## src/rtl/dbg_vector_io.sv

```systemverilog
// Debug vector loader: narrow chunk writes into a shadow register, atomic commit
// to vec_out on a rising set, plus held observation capture with slice display.
module dbg_vector_io #(
    parameter int  CHUNK_W = 10,
    parameter int  VEC_W   = 160,
    parameter int  OBS_W   = 64,
    parameter int  DISP_W  = 4,
    localparam int NCHUNK  = VEC_W / CHUNK_W,
    localparam int NSLICE  = OBS_W / DISP_W,
    localparam int IDX_W   = $clog2(NCHUNK > NSLICE ? NCHUNK : NSLICE)
) (
    input  logic               clk,
    input  logic               reset,
    input  logic               mode,
    input  logic [IDX_W-1:0]   sel,
    input  logic [CHUNK_W-1:0] din,
    input  logic               din_valid,
    input  logic               set,
    input  logic [OBS_W-1:0]   obs_data,
    input  logic               obs_valid,
    output logic [VEC_W-1:0]   vec_out,
    output logic               commit_pulse,
    output logic [IDX_W-1:0]   stream_ptr,
    output logic               stream_full,
    output logic               overflow,
    output logic [DISP_W-1:0]  disp
);

    typedef enum logic [1:0] {S_EMPTY, S_PARTIAL, S_FULL} state_t;

    localparam logic [IDX_W:0]   NCHUNK_L = (IDX_W+1)'(NCHUNK);
    localparam logic [IDX_W-1:0] LAST_IDX = IDX_W'(NCHUNK - 1);

    state_t             state_q, state_d, cur_state;
    logic [IDX_W-1:0]   ptr_q, ptr_d, cur_ptr, wr_idx;
    logic [VEC_W-1:0]   shadow;
    logic [OBS_W-1:0]   obs_reg;
    logic               set_q, mode_q, ovf_d, wr_en, commit, mode_chg;

    assign stream_ptr  = ptr_q;
    assign stream_full = (state_q == S_FULL);

    always_comb begin
        commit    = set && !set_q;
        mode_chg  = (mode != mode_q);
        // A mode switch restarts the stream before any write in the same cycle
        cur_state = mode_chg ? S_EMPTY : state_q;
        cur_ptr   = mode_chg ? '0 : ptr_q;
        state_d   = cur_state;
        ptr_d     = cur_ptr;
        ovf_d     = overflow;
        wr_en     = 1'b0;
        wr_idx    = sel;
        if (din_valid) begin
            if (!mode) begin
                wr_en  = ({1'b0, sel} < NCHUNK_L);
                wr_idx = sel;
            end else if (cur_state == S_FULL) begin
                ovf_d = 1'b1;
            end else begin
                wr_en  = 1'b1;
                wr_idx = cur_ptr;
                if (cur_ptr == LAST_IDX) begin
                    state_d = S_FULL;
                end else begin
                    state_d = S_PARTIAL;
                    ptr_d   = cur_ptr + 1'b1;
                end
            end
        end
        // Commit wins over a concurrent stream write: the chunk lands but the pointer restarts
        if (commit) begin
            state_d = S_EMPTY;
            ptr_d   = '0;
            ovf_d   = 1'b0;
        end
    end

    always_ff @(posedge clk or posedge reset) begin
        if (reset) begin
            state_q      <= S_EMPTY;
            ptr_q        <= '0;
            overflow     <= 1'b0;
            set_q        <= 1'b1;
            mode_q       <= 1'b0;
            commit_pulse <= 1'b0;
            vec_out      <= '0;
            shadow       <= '0;
            obs_reg      <= '0;
        end else begin
            state_q      <= state_d;
            ptr_q        <= ptr_d;
            overflow     <= ovf_d;
            set_q        <= set;
            mode_q       <= mode;
            commit_pulse <= commit;
            if (commit)
                vec_out <= shadow;
            for (int i = 0; i < NCHUNK; i++)
                if (wr_en && wr_idx == IDX_W'(i))
                    shadow[i*CHUNK_W +: CHUNK_W] <= din;
            if (obs_valid)
                obs_reg <= obs_data;
        end
    end

    always_comb begin
        disp = '0;
        for (int i = 0; i < NSLICE; i++)
            if (sel == IDX_W'(i))
                disp = obs_reg[i*DISP_W +: DISP_W];
    end

endmodule

```

## config.mk

```make
export PLATFORM = sky130hd
export DESIGN_NAME = dbg_vector_io
export DESIGN_NICKNAME = d
export VERILOG_FILES = /design/src/rtl/dbg_vector_io.sv
export SDC_FILE = /design/constraint.sdc
export NUM_CORES = 1
export LEC_CHECK = 0
export CORE_MARGIN = 1.5
export CORE_UTILIZATION = 48
export DETAILED_ROUTE_END_ITERATION = 10
export HOLD_SLACK_MARGIN = 0.06
export PLACE_DENSITY = 0.84
export SETUP_SLACK_MARGIN = 0.1
export SLEW_MARGIN = 10
export SYNTH_ARGS = -nofsm -noshare
export SYNTH_HDL_FRONTEND = slang
export SYNTH_SLANG_ARGS = --single-unit
```

## constraint.sdc

```tcl
create_clock -name clk -period 15.6 [get_ports clk]
set_clock_uncertainty 0.2 [all_clocks]
set_input_delay 3.9 -clock clk [delete_from_list [all_inputs] [get_ports clk]]
set_output_delay 3.9 -clock clk [all_outputs]
set_load 0.005 [all_outputs]
```

# ---- Word-level counts from Yosys, hierarchy flattened
# Cells that the tools add are included.
dict set report op_classes {
  add_sub_neg 1
  eq_ne 34
  mux 38
  reduce_logical 24
}
# op count
set op_table {}
lappend op_table {{$mux W4} 25}
lappend op_table {{$eq A4 B4 Y1 const B} 17}
lappend op_table {{$eq A4 B3 Y1 const B} 8}
lappend op_table {{$logic_and A1 B1 Y1} 17}
lappend op_table {{$eq A4 B2 Y1 const B} 4}
lappend op_table {{$mux W2} 6}
lappend op_table {{$eq A4 B1 Y1 const B} 2}
lappend op_table {{$logic_not A4 Y1} 2}
lappend op_table {{$mux W1} 7}
lappend op_table {{$reduce_bool A2 Y1} 3}
lappend op_table {{$add A4 B1 Y4 const B} 1}
lappend op_table {{$eq A2 B2 Y1 const B} 2}
lappend op_table {{$reduce_and A3 Y1} 1}
lappend op_table {{$logic_not A1 Y1} 1}
lappend op_table {{$ne A1 B1 Y1} 1}
dict set report totals {
  regBits 394
  input_bits 84
}

# ---- Longest topological paths before layout
# Gate-level depths: netlist of the first run.
dict set report depth {
  depth_word 17
  ltp_mapped 8
}

# ---- Least setup slack after synthesis of the first run
# OpenSTA, ideal clock, no wires.
dict set report synth_timing {
  path_type {input-to-output}
  start {in sel[0]}
  end {out disp[0]}
  t_arrival_ns 5.119
  required_ns 11.500
  path_slack_ns 6.381
  cell_stages 6
  n_path_buf 2
  cell_sequence {buf_2 > buf_2 > mux4_2 > and2_1 > o32ai_1 > nand2_1}
}
dict set report synth_between {
  elab_chain_len 17
  word_cells_on_any_way 32
  classes_between {15 x eq/ne; 16 x mux; 1 x reduce/logical}
}
# item line
set synth_rtl {}
lappend synth_rtl {{from (decl)} 15} ;# input logic [IDX_W-1:0] sel,
lappend synth_rtl {{$logic_not A4 Y1} 110} ;# if (sel == IDX_W'(i))
lappend synth_rtl {{$mux W4 (15 in series)} 110}
lappend synth_rtl {{$mux W4 (*)} 110}
lappend synth_rtl {{to (decl)} 26} ;# output logic [DISP_W-1:0] disp
# Every way passes the cells marked *; elsewhere a longest branch is shown, timed or not.

# ---- Final worst setup path of the first run
dict set report layout_timing {
  start {in sel[2]}
  end {out disp[3]}
}
# Same word-level chain as after synthesis.

==> results_tabular.tex, run 1 <==
\begin{tabular}{lr}
\hline
Metric & Value \\
\hline
\multicolumn{2}{l}{\textbf{Die}} \\
\quad Initial standard-cell utilization of the core & 48.8\% \\
\quad Site Rows & 66 \\
\quad Die height & between 150 and 200 um \\
\quad Die extent in x & between 150 and 200 um \\
\quad Die area & between 30000 and 40000 sq um \\
\quad Number of top-level design ports & roughly 260 \\
\quad Core area & around 33000 sq um \\
\multicolumn{2}{l}{\textbf{Placement}} \\
\quad Weighted congestion at the end of routability-driven global placement & $\sim$0.84 \\
\quad Post-detail-place hpwl & approximately 25000 um \\
\quad Number of I/O port buffers & 254 \\
\quad Total cell area at the placement stage & $\sim$19000 sq um \\
\multicolumn{2}{l}{\textbf{Synth}} \\
\quad Cells after Synth & 1374 \\
\quad Count of flip-flops with a built-in enable after synthesis & 0 \\
\quad Fraction of post-synthesis cell area in the top cell type by area & about 62\% \\
\quad Primary flip-flop cell chosen by synthesis mapping & sky130\_fd\_sc\_hd\_\_dfrtp\_1 \\
\quad Main area contributors after synthesis & sky130\_fd\_sc\_hd\_\_dfrtp\_1 (62\%), sky130\_fd\_sc\_hd\_\_mux2\_2 (15\%), sky130\_fd\_sc\_hd\_\_nand2\_1 (12\%), sky130\_fd\_sc\_hd\_\_clkbuf\_1 (1.3\%), sky130\_fd\_sc\_hd\_\_mux4\_2 (0.71\%) \\
\quad Sequential-to-total area share from yosys stat & between 60\% and 70\% \\
\quad Synth cell count leaders & sky130\_fd\_sc\_hd\_\_nand2\_1 (504), sky130\_fd\_sc\_hd\_\_dfrtp\_1 (393), sky130\_fd\_sc\_hd\_\_mux2\_2 (219) \\
\quad Unique masters post-synth & 63 \\
\quad Synthesis Warnings & 0 \\
\quad Cell area after technology mapping & about 16000 sq um \\
\quad Number of nets produced by synthesis & 1459 \\
\quad Fraction of registers with async set/reset & between 90\% and 100\% \\
\quad Cell accounting for the most synthesized area & sky130\_fd\_sc\_hd\_\_dfrtp\_1 \\
\quad Post-synthesis area per instance & 11.6 sq um \\
\quad Count leader, synth & sky130\_fd\_sc\_hd\_\_nand2\_1 \\
\quad Seq cells post-synth & between 300 and 400 \\
\multicolumn{2}{l}{\textbf{STA}} \\
\quad F\_max & around 0.091 GHz \\
\quad Pins over their slew limit & 0 \\
\quad RSZ-0062 raised after global routing & no \\
\quad Final worst-path cycle share & 70.1\% \\
\quad Final Hold Vio Count & 0 \\
\quad Min Tclk post-route & around 11 ns \\
\quad Setup TNS & 0 ns \\
\quad Worst slew margin relative to its limit & about a fifth \\
\quad Worst-margin pin slew & about 1.2 ns \\
\quad Number of failing setup endpoints in the final timing report & 0 \\
\multicolumn{2}{l}{\textbf{Routing}} \\
\quad DRC violation total after the first TritonRoute iteration & just over 700 \\
\quad Routed wirelength normalized by instance count & $\sim$19 um \\
\quad Routed wire length & 39100 um \\
\quad Total met3 wirelength after detailed routing & a little over 2000 um \\
\quad Top sig layer & met5 \\
\quad Total iterations of the first detailed-routing run & 5 \\
\quad Post-detailed-route DRC marker count & 0 \\
\quad Post-detailed-route count of antenna-violating nets & 0 \\
\quad Met2 routed wirelength & 19200 um \\
\quad Total vias in the final route & 11.0k \\
\quad Mean number of vias per cell & $\sim$5.3 \\
\quad Total routed wire length on the met1 layer & between 15000 and 20000 um \\
\multicolumn{2}{l}{\textbf{Worst setup path}} \\
\quad Most common cell on crit path & sky130\_fd\_sc\_hd\_\_clkdlybuf4s50\_1 \\
\quad Cell Chain, Critical Path & clkdlybuf4s50\_1, nor2b\_1, nand3\_1, a221oi\_1, o22ai\_1, nand2\_1, clkdlybuf4s50\_1 \\
\quad Stages on the worst setup path & 7 \\
\quad Critical path launch point type & input port \\
\quad Required time of the critical path & roughly 12 ns \\
\quad Combined buffer and inverter count along the critical path & 2 \\
\quad Depth of the most critical reg-to-reg path & 5 \\
\quad Critical path peak fanout & 33 \\
\quad Launch instance of the worst register-to-register path & set\_q \\
\quad Data arrival time of the critical path & around 7 ns \\
\quad Kind of end point of the critical path & primary output \\
\quad Family with the most delay on the worst path & buffers and inverters \\
\quad Max stage delay on crit path & 1.21 ns \\
\quad Kind of critical path & in2out \\
\quad Slowest CP cell & sky130\_fd\_sc\_hd\_\_clkdlybuf4s50\_1 \\
\quad Capturing point of the worst reg2reg path & vec\_out[36] \\
\quad Reg2Reg Setup Slack & about 12 ns \\
\multicolumn{2}{l}{\textbf{GRT}} \\
\quad Vias in the first global route & $\sim$11k \\
\quad Antenna violations before repair & 1 \\
\quad First-pass GRT wire length & just over 60000 um \\
\quad Total routing resource utilization after global routing & around a quarter \\
\quad Global route total overflow & 0 \\
\quad Maximum number of pins on one net before global-route repair & 186 \\
\multicolumn{2}{l}{\textbf{Finish}} \\
\quad Total inserted antenna cells & 0 \\
\quad Area added between synthesis and finish & 26.0\% \\
\quad Fraction of layout instances using a drive strength above 1 & 19.6\% \\
\quad Utilization of the core after routing & around three fifths \\
\quad Final Cell Area & about 20000 sq um \\
\quad Final Net Count & 1687 \\
\multicolumn{2}{l}{\textbf{Clock network}} \\
\quad Longest Clk Path Bufs & 3 \\
\quad Sink Count & 394 \\
\quad Clock root buffer & sky130\_fd\_sc\_hd\_\_clkbuf\_16 \\
\quad Cts repair resizes & 0 \\
\quad Maximum level of the CTS H-tree & 2 \\
\quad Post CTS Setup Buffer Count & 0 \\
\quad Clock latency reported for the late side of the worst-skew pair & about 0.51 ns \\
\quad Post-CTS Hold Fix Bufs & 0 \\
\quad Clock-pin slew on the worst setup and hold paths & approximately 0.060 ns \\
\quad Number of clock buffers inserted by TritonCTS & 40 \\
\quad TritonCTS clock tree & done \\
\multicolumn{2}{l}{\textbf{Power}} \\
\quad Worst VDD drop & between 80 and 90 uV \\
\quad Ratio of total power to cell area & roughly 140 nW/um\^{}2 \\
\quad Tot Pwr & $\sim$2.9 mW \\
\quad Static Leak & approximately 9.3 nW \\
\multicolumn{2}{l}{\textbf{Job}} \\
\quad Max Cap Viol & 0 \\
\multicolumn{2}{l}{\textbf{Worst hold path}} \\
\quad Class of the tightest hold or removal check & reg2reg \\
\quad Worst Hold Endpoint & vec\_out[107] \\
\quad Cell depth of the worst hold path & 2 \\
\quad Startpoint of the tightest hold check path & shadow[107] \\
\multicolumn{2}{l}{\textbf{Run status}} \\
\quad Run status & complete, no violations \\
\hline
\end{tabular}
stage by stage:
step	std cells	hold slack (ns)	worst slack (ns)
final	2071	0.260	4.66
after global routing	2071	0.286	4.47
after CTS	2071	0.263	4.69
after detailed placement	2002	0.248	4.72
after global placement	2002	0.241	4.74
after floorplan	1374	0.233	0.547
power by group:
part	leakage (nW)	internal [mW]	switching [mW]
Combinational	3.76	0.331	0.214
Sequential	4.92	1.25	0.137
Clock	0.622	0.561	0.377
Total	9.31	2.14	0.728
worst register-to-register path, cell delays in order, from the launching register on:
cell and delay, ns:
sky130_fd_sc_hd__dfstp_2 0.36, sky130_fd_sc_hd__nand2b_4 0.56, sky130_fd_sc_hd__inv_4 0.81, sky130_fd_sc_hd__buf_4 0.89, sky130_fd_sc_hd__nand2_1 0.22, sky130_fd_sc_hd__nand2_1 0.11
area by class of cell:
class	instances	area, sq um
Multi-Input combinational cell	896	5720
Tap cell	442	553
Clock buffer	60	1160
Sequential cell	394	9860
Fill cell	2517	12600
Timing Repair Buffer	260	2590
Clock inverter	9	129
Inverter	10	47.5
layout by cell type, fill, tap and decap left out, types with 3 or more instances in the layout:
cell type and instances:
sky130_fd_sc_hd__bufinv_16 3, sky130_fd_sc_hd__a221oi_1 5, sky130_fd_sc_hd__nand4_1 3, sky130_fd_sc_hd__nor3_1 11, sky130_fd_sc_hd__nand2b_1 6, sky130_fd_sc_hd__xnor2_1 3
sky130_fd_sc_hd__inv_1 8, sky130_fd_sc_hd__nand3_1 15, sky130_fd_sc_hd__mux4_2 5, sky130_fd_sc_hd__clkbuf_8 6, sky130_fd_sc_hd__nand2_1 504, sky130_fd_sc_hd__o21ai_0 9
sky130_fd_sc_hd__and2_1 5, sky130_fd_sc_hd__nand2_2 3, sky130_fd_sc_hd__nor2b_1 11, sky130_fd_sc_hd__a21oi_1 11, sky130_fd_sc_hd__dfrtp_1 393, sky130_fd_sc_hd__nor2_1 13
sky130_fd_sc_hd__o31ai_1 4, sky130_fd_sc_hd__o21ai_2 4, sky130_fd_sc_hd__mux2_2 219, sky130_fd_sc_hd__clkdlybuf4s50_1 253, sky130_fd_sc_hd__mux2i_1 7, sky130_fd_sc_hd__o22ai_1 4
sky130_fd_sc_hd__clkbuf_1 13, sky130_fd_sc_hd__a21oi_4 5, sky130_fd_sc_hd__buf_4 5, sky130_fd_sc_hd__clkbuf_16 41, sky130_fd_sc_hd__clkinv_2 3
layer usage:
layer	up-vias	global-route usage, %
met5	-	0
met1	5574	31.3
met4	2	6.15
met3	68	3.93
li1	5007	-
met2	333	39.3
logic make-up after synthesis:
family	Yosys count	synth area share, %
DFF	394	61.9
AOI/OAI and AO/OA	70	3.65
buffers and inverters	84	2.22
xor gates and xnor gates	4	0.220
and+or+nand+nor	588	15.1
adders and majority gates	1	0.0786
muxes	233	16.8
worst max path at each step:
stage	slack, ns	to	from
final	4.66	disp[3]	sel[2]
after global routing	4.47	disp[1]	sel[1]
after CTS	4.69	disp[1]	sel[1]
after detailed placement	4.72	disp[1]	sel[1]
after global placement	4.74	disp[1]	sel[1]
after floorplan	0.55	commit_pulse	reset
Note: power is estimated with default switching activity, not from simulation.
==> run 2: changes to the inputs <==
Settings changed: CORE_UTILIZATION 48 to 50, PLACE_DENSITY 0.84 to 0.83.
Clock period 15.6 ns to 10.9 ns, I/O delays scaled along.
==> results_tabular.tex, run 2 (synthesized netlist as in run 1, its figures left out) <==
\begin{tabular}{lr}
\hline
Metric & Value \\
\hline
\multicolumn{2}{l}{\textbf{Routing}} \\
\quad Routed wirelength normalized by instance count & 19.1 um (+1.4\%) \\
\quad DRC violation total after the first TritonRoute iteration & 781 (+9.5\%) \\
\quad Post-detailed-route count of antenna-violating nets & 0 (unchanged) \\
\quad Routed wire length & 38900 um (-0.41\%) \\
\quad Total vias in the final route & 11.1k (+0.72\%) \\
\quad Post-detailed-route DRC marker count & 0 (unchanged) \\
\quad Total iterations of the first detailed-routing run & 5 (unchanged) \\
\quad Mean number of vias per cell & 5.44 (+2.6\%) \\
\multicolumn{2}{l}{\textbf{GRT}} \\
\quad Maximum number of pins on one net before global-route repair & 197 (+5.9\%) \\
\quad Total routing resource utilization after global routing & 24.0\% (+0.64 points) \\
\quad Global route total overflow & 0 (unchanged) \\
\quad First-pass GRT wire length & 62200 um (+0.67\%) \\
\quad Antenna violations before repair & 0 (-1) \\
\quad Vias in the first global route & 11.3k (+1.6\%) \\
\multicolumn{2}{l}{\textbf{Worst setup path}} \\
\quad Data arrival time of the critical path & 5.73 ns (-1.11 ns) \\
\quad Reg2Reg Setup Slack & 7.81 ns (-4.57 ns) \\
\quad Kind of critical path & in2out \\
\quad Kind of end point of the critical path & primary output \\
\quad Critical path peak fanout & 33 (unchanged) \\
\quad Depth of the most critical reg-to-reg path & 5 (unchanged) \\
\quad Required time of the critical path & 7.98 ns (-3.52 ns) \\
\quad Critical path launch point type & input port \\
\quad Capturing point of the worst reg2reg path & vec\_out[124] \\
\quad Launch instance of the worst register-to-register path & set\_q \\
\multicolumn{2}{l}{\textbf{Finish}} \\
\quad Final Net Count & 1687 (unchanged) \\
\quad Most frequent cells in the layout & sky130\_fd\_sc\_hd\_\_nand2\_1 (504), sky130\_fd\_sc\_hd\_\_dfrtp\_1 (393), sky130\_fd\_sc\_hd\_\_clkdlybuf4s50\_1 (253) \\
\quad Fin cells & 2033 (-1.8\%) \\
\quad Total inserted antenna cells & 0 (unchanged) \\
\quad Fraction of layout instances using a drive strength above 1 & 19.9\% (+0.28 points) \\
\quad Area added between synthesis and finish & 25.8\% \\
\quad Commonest non-fill, non-tap cell in the layout & sky130\_fd\_sc\_hd\_\_nand2\_1 \\
\quad Fillers & 2408 (-4.3\%) \\
\multicolumn{2}{l}{\textbf{Clock network}} \\
\quad Post CTS Setup Buffer Count & 0 (unchanged) \\
\quad Clock latency reported for the late side of the worst-skew pair & 0.52 ns (about the same) \\
\quad TritonCTS clock tree & done \\
\quad Sink Count & 394 (unchanged) \\
\quad Maximum level of the CTS H-tree & 2 (unchanged) \\
\quad Clock root buffer & sky130\_fd\_sc\_hd\_\_clkbuf\_16 \\
\quad Number of clock buffers inserted by TritonCTS & 40 (unchanged) \\
\quad Longest Clk Path Bufs & 3 (unchanged) \\
\quad Post-CTS Hold Fix Bufs & 0 (unchanged) \\
\quad Cts repair resizes & 0 (unchanged) \\
\quad Clock-pin slew on the worst setup and hold paths & 0.06 ns (about the same) \\
\multicolumn{2}{l}{\textbf{STA}} \\
\quad Number of failing setup endpoints in the final timing report & 0 (unchanged) \\
\quad Pins over their slew limit & 0 (unchanged) \\
\quad Worst slew margin relative to its limit & 21.1\% (+1.1 points) \\
\quad Worst-margin pin slew & 1.18 ns (-0.0166 ns) \\
\quad F\_max & about 0.12 GHz \\
\quad Setup TNS & 0 ns (unchanged) \\
\quad Final Hold Vio Count & 0 (unchanged) \\
\quad Min Tclk post-route & just under 9 ns \\
\quad RSZ-0062 raised after global routing & no \\
\quad Final worst-path cycle share & around four fifths \\
\multicolumn{2}{l}{\textbf{Power}} \\
\quad Static Leak & 9.33 nW (+0.19\%) \\
\quad Worst VDD drop & 134 uV (+55\%) \\
\quad Ratio of total power to cell area & 205 nW/um\^{}2 (+44\%) \\
\quad Tot Pwr & 4.11 mW (+43\%) \\
\multicolumn{2}{l}{\textbf{Die}} \\
\quad Site Rows & 65 (-1.5\%) \\
\quad Die area & 32900 sq um (-3.9\%) \\
\quad Number of top-level design ports & 255 (unchanged) \\
\quad Die extent in x & 181 um (-2.0\%) \\
\quad Core area & 31500 sq um (-3.5\%) \\
\quad Die height & 181 um (-2.0\%) \\
\quad Initial standard-cell utilization of the core & 50.6\% (+1.8 points) \\
\multicolumn{2}{l}{\textbf{Placement}} \\
\quad Number of I/O port buffers & 254 (unchanged) \\
\quad Placed cell count & 1962 (-2.0\%) \\
\quad Weighted congestion at the end of routability-driven global placement & 0.901 (+6.9\%) \\
\quad Post-detail-place hpwl & 25200 um (-0.36\%) \\
\multicolumn{2}{l}{\textbf{Worst hold path}} \\
\quad Class of the tightest hold or removal check & reg2reg \\
\quad Worst Hold Endpoint & vec\_out[66] \\
\quad Startpoint of the tightest hold check path & shadow[66] \\
\quad Cell depth of the worst hold path & 2 (unchanged) \\
\multicolumn{2}{l}{\textbf{Job}} \\
\quad Max Cap Viol & 0 (unchanged) \\
\multicolumn{2}{l}{\textbf{Run status}} \\
\quad Run status & complete, no violations \\
\hline
\end{tabular}
## run 2: changes by cell type in the layout (fill, tap and decap cells not counted), sizes merged
| cell | change |
|---|---|
| bufinv | -1 |
| clkbuf | -1 |
| clkinv | +5 |
| clkinvlp | -1 |
## run 2: final cells by class
class | count | area, sq um | area share (%)
clock buffer | 59 | 1160 | 5.80
clock inverter | 12 | 140 | 0.699
inverter | 10 | 43.8 | 0.219
multi-input combinational | 896 | 5720 | 28.5
sequential | 394 | 9860 | 49.2
tap | 402 | 503 | 2.51
timing repair buffer | 260 | 2610 | 13.0
## run 2: metrics by stage
| stage | setup WS [ns] | utilization [%] | instance area (sq um) | hold slack [ns] |
|---|---|---|---|---|
| floorplan | 2.67 | - | 15900 | 0.233 |
| global placement | 2.37 | 59.5 | 18700 | 0.241 |
| detailed placement | 2.31 | 59.5 | 18700 | 0.248 |
| global route | 2.02 | 63.7 | 20000 | 0.279 |
| CTS | 2.31 | 63.7 | 20000 | 0.262 |
| finish | 2.24 | 63.7 | 20000 | 0.262 |
## run 2: how the worst max path moves through the flow
stage	from	to	slack (ns)	cells after the start
5_1_grt	sel[2]	disp[3]	2.02	7
4_1_cts	sel[1]	disp[1]	2.31	7
6_report	sel[2]	disp[3]	2.24	7
3_5_place_dp	sel[1]	disp[1]	2.31	7
3_3_place_gp	sel[1]	disp[1]	2.37	7
2_1_floorplan	reset	commit_pulse	2.67	1
## run 2: power breakdown
group          switching, mW  internal, mW
Clock                  0.557         0.790
Sequential             0.200          1.78
Combinational          0.307         0.474
## run 2: routing by layer
metal	up-vias	wire, um	track usage [%]
li1	4993	-	-
met1	5640	16600	32.2
met2	342	19100	39.5
met3	88	2020	3.83
met4	0	1260	8.93
met5	-	0	0
## run 2: critical path, cell delays in order
cell and delay [ns]:
sky130_fd_sc_hd__clkdlybuf4s50_1 1.25, sky130_fd_sc_hd__nor2b_1 0.50, sky130_fd_sc_hd__nand3_1 0.14, sky130_fd_sc_hd__a221oi_1 0.36, sky130_fd_sc_hd__o22ai_1 0.12, sky130_fd_sc_hd__nand2_1 0.11
sky130_fd_sc_hd__clkdlybuf4s50_1 0.52
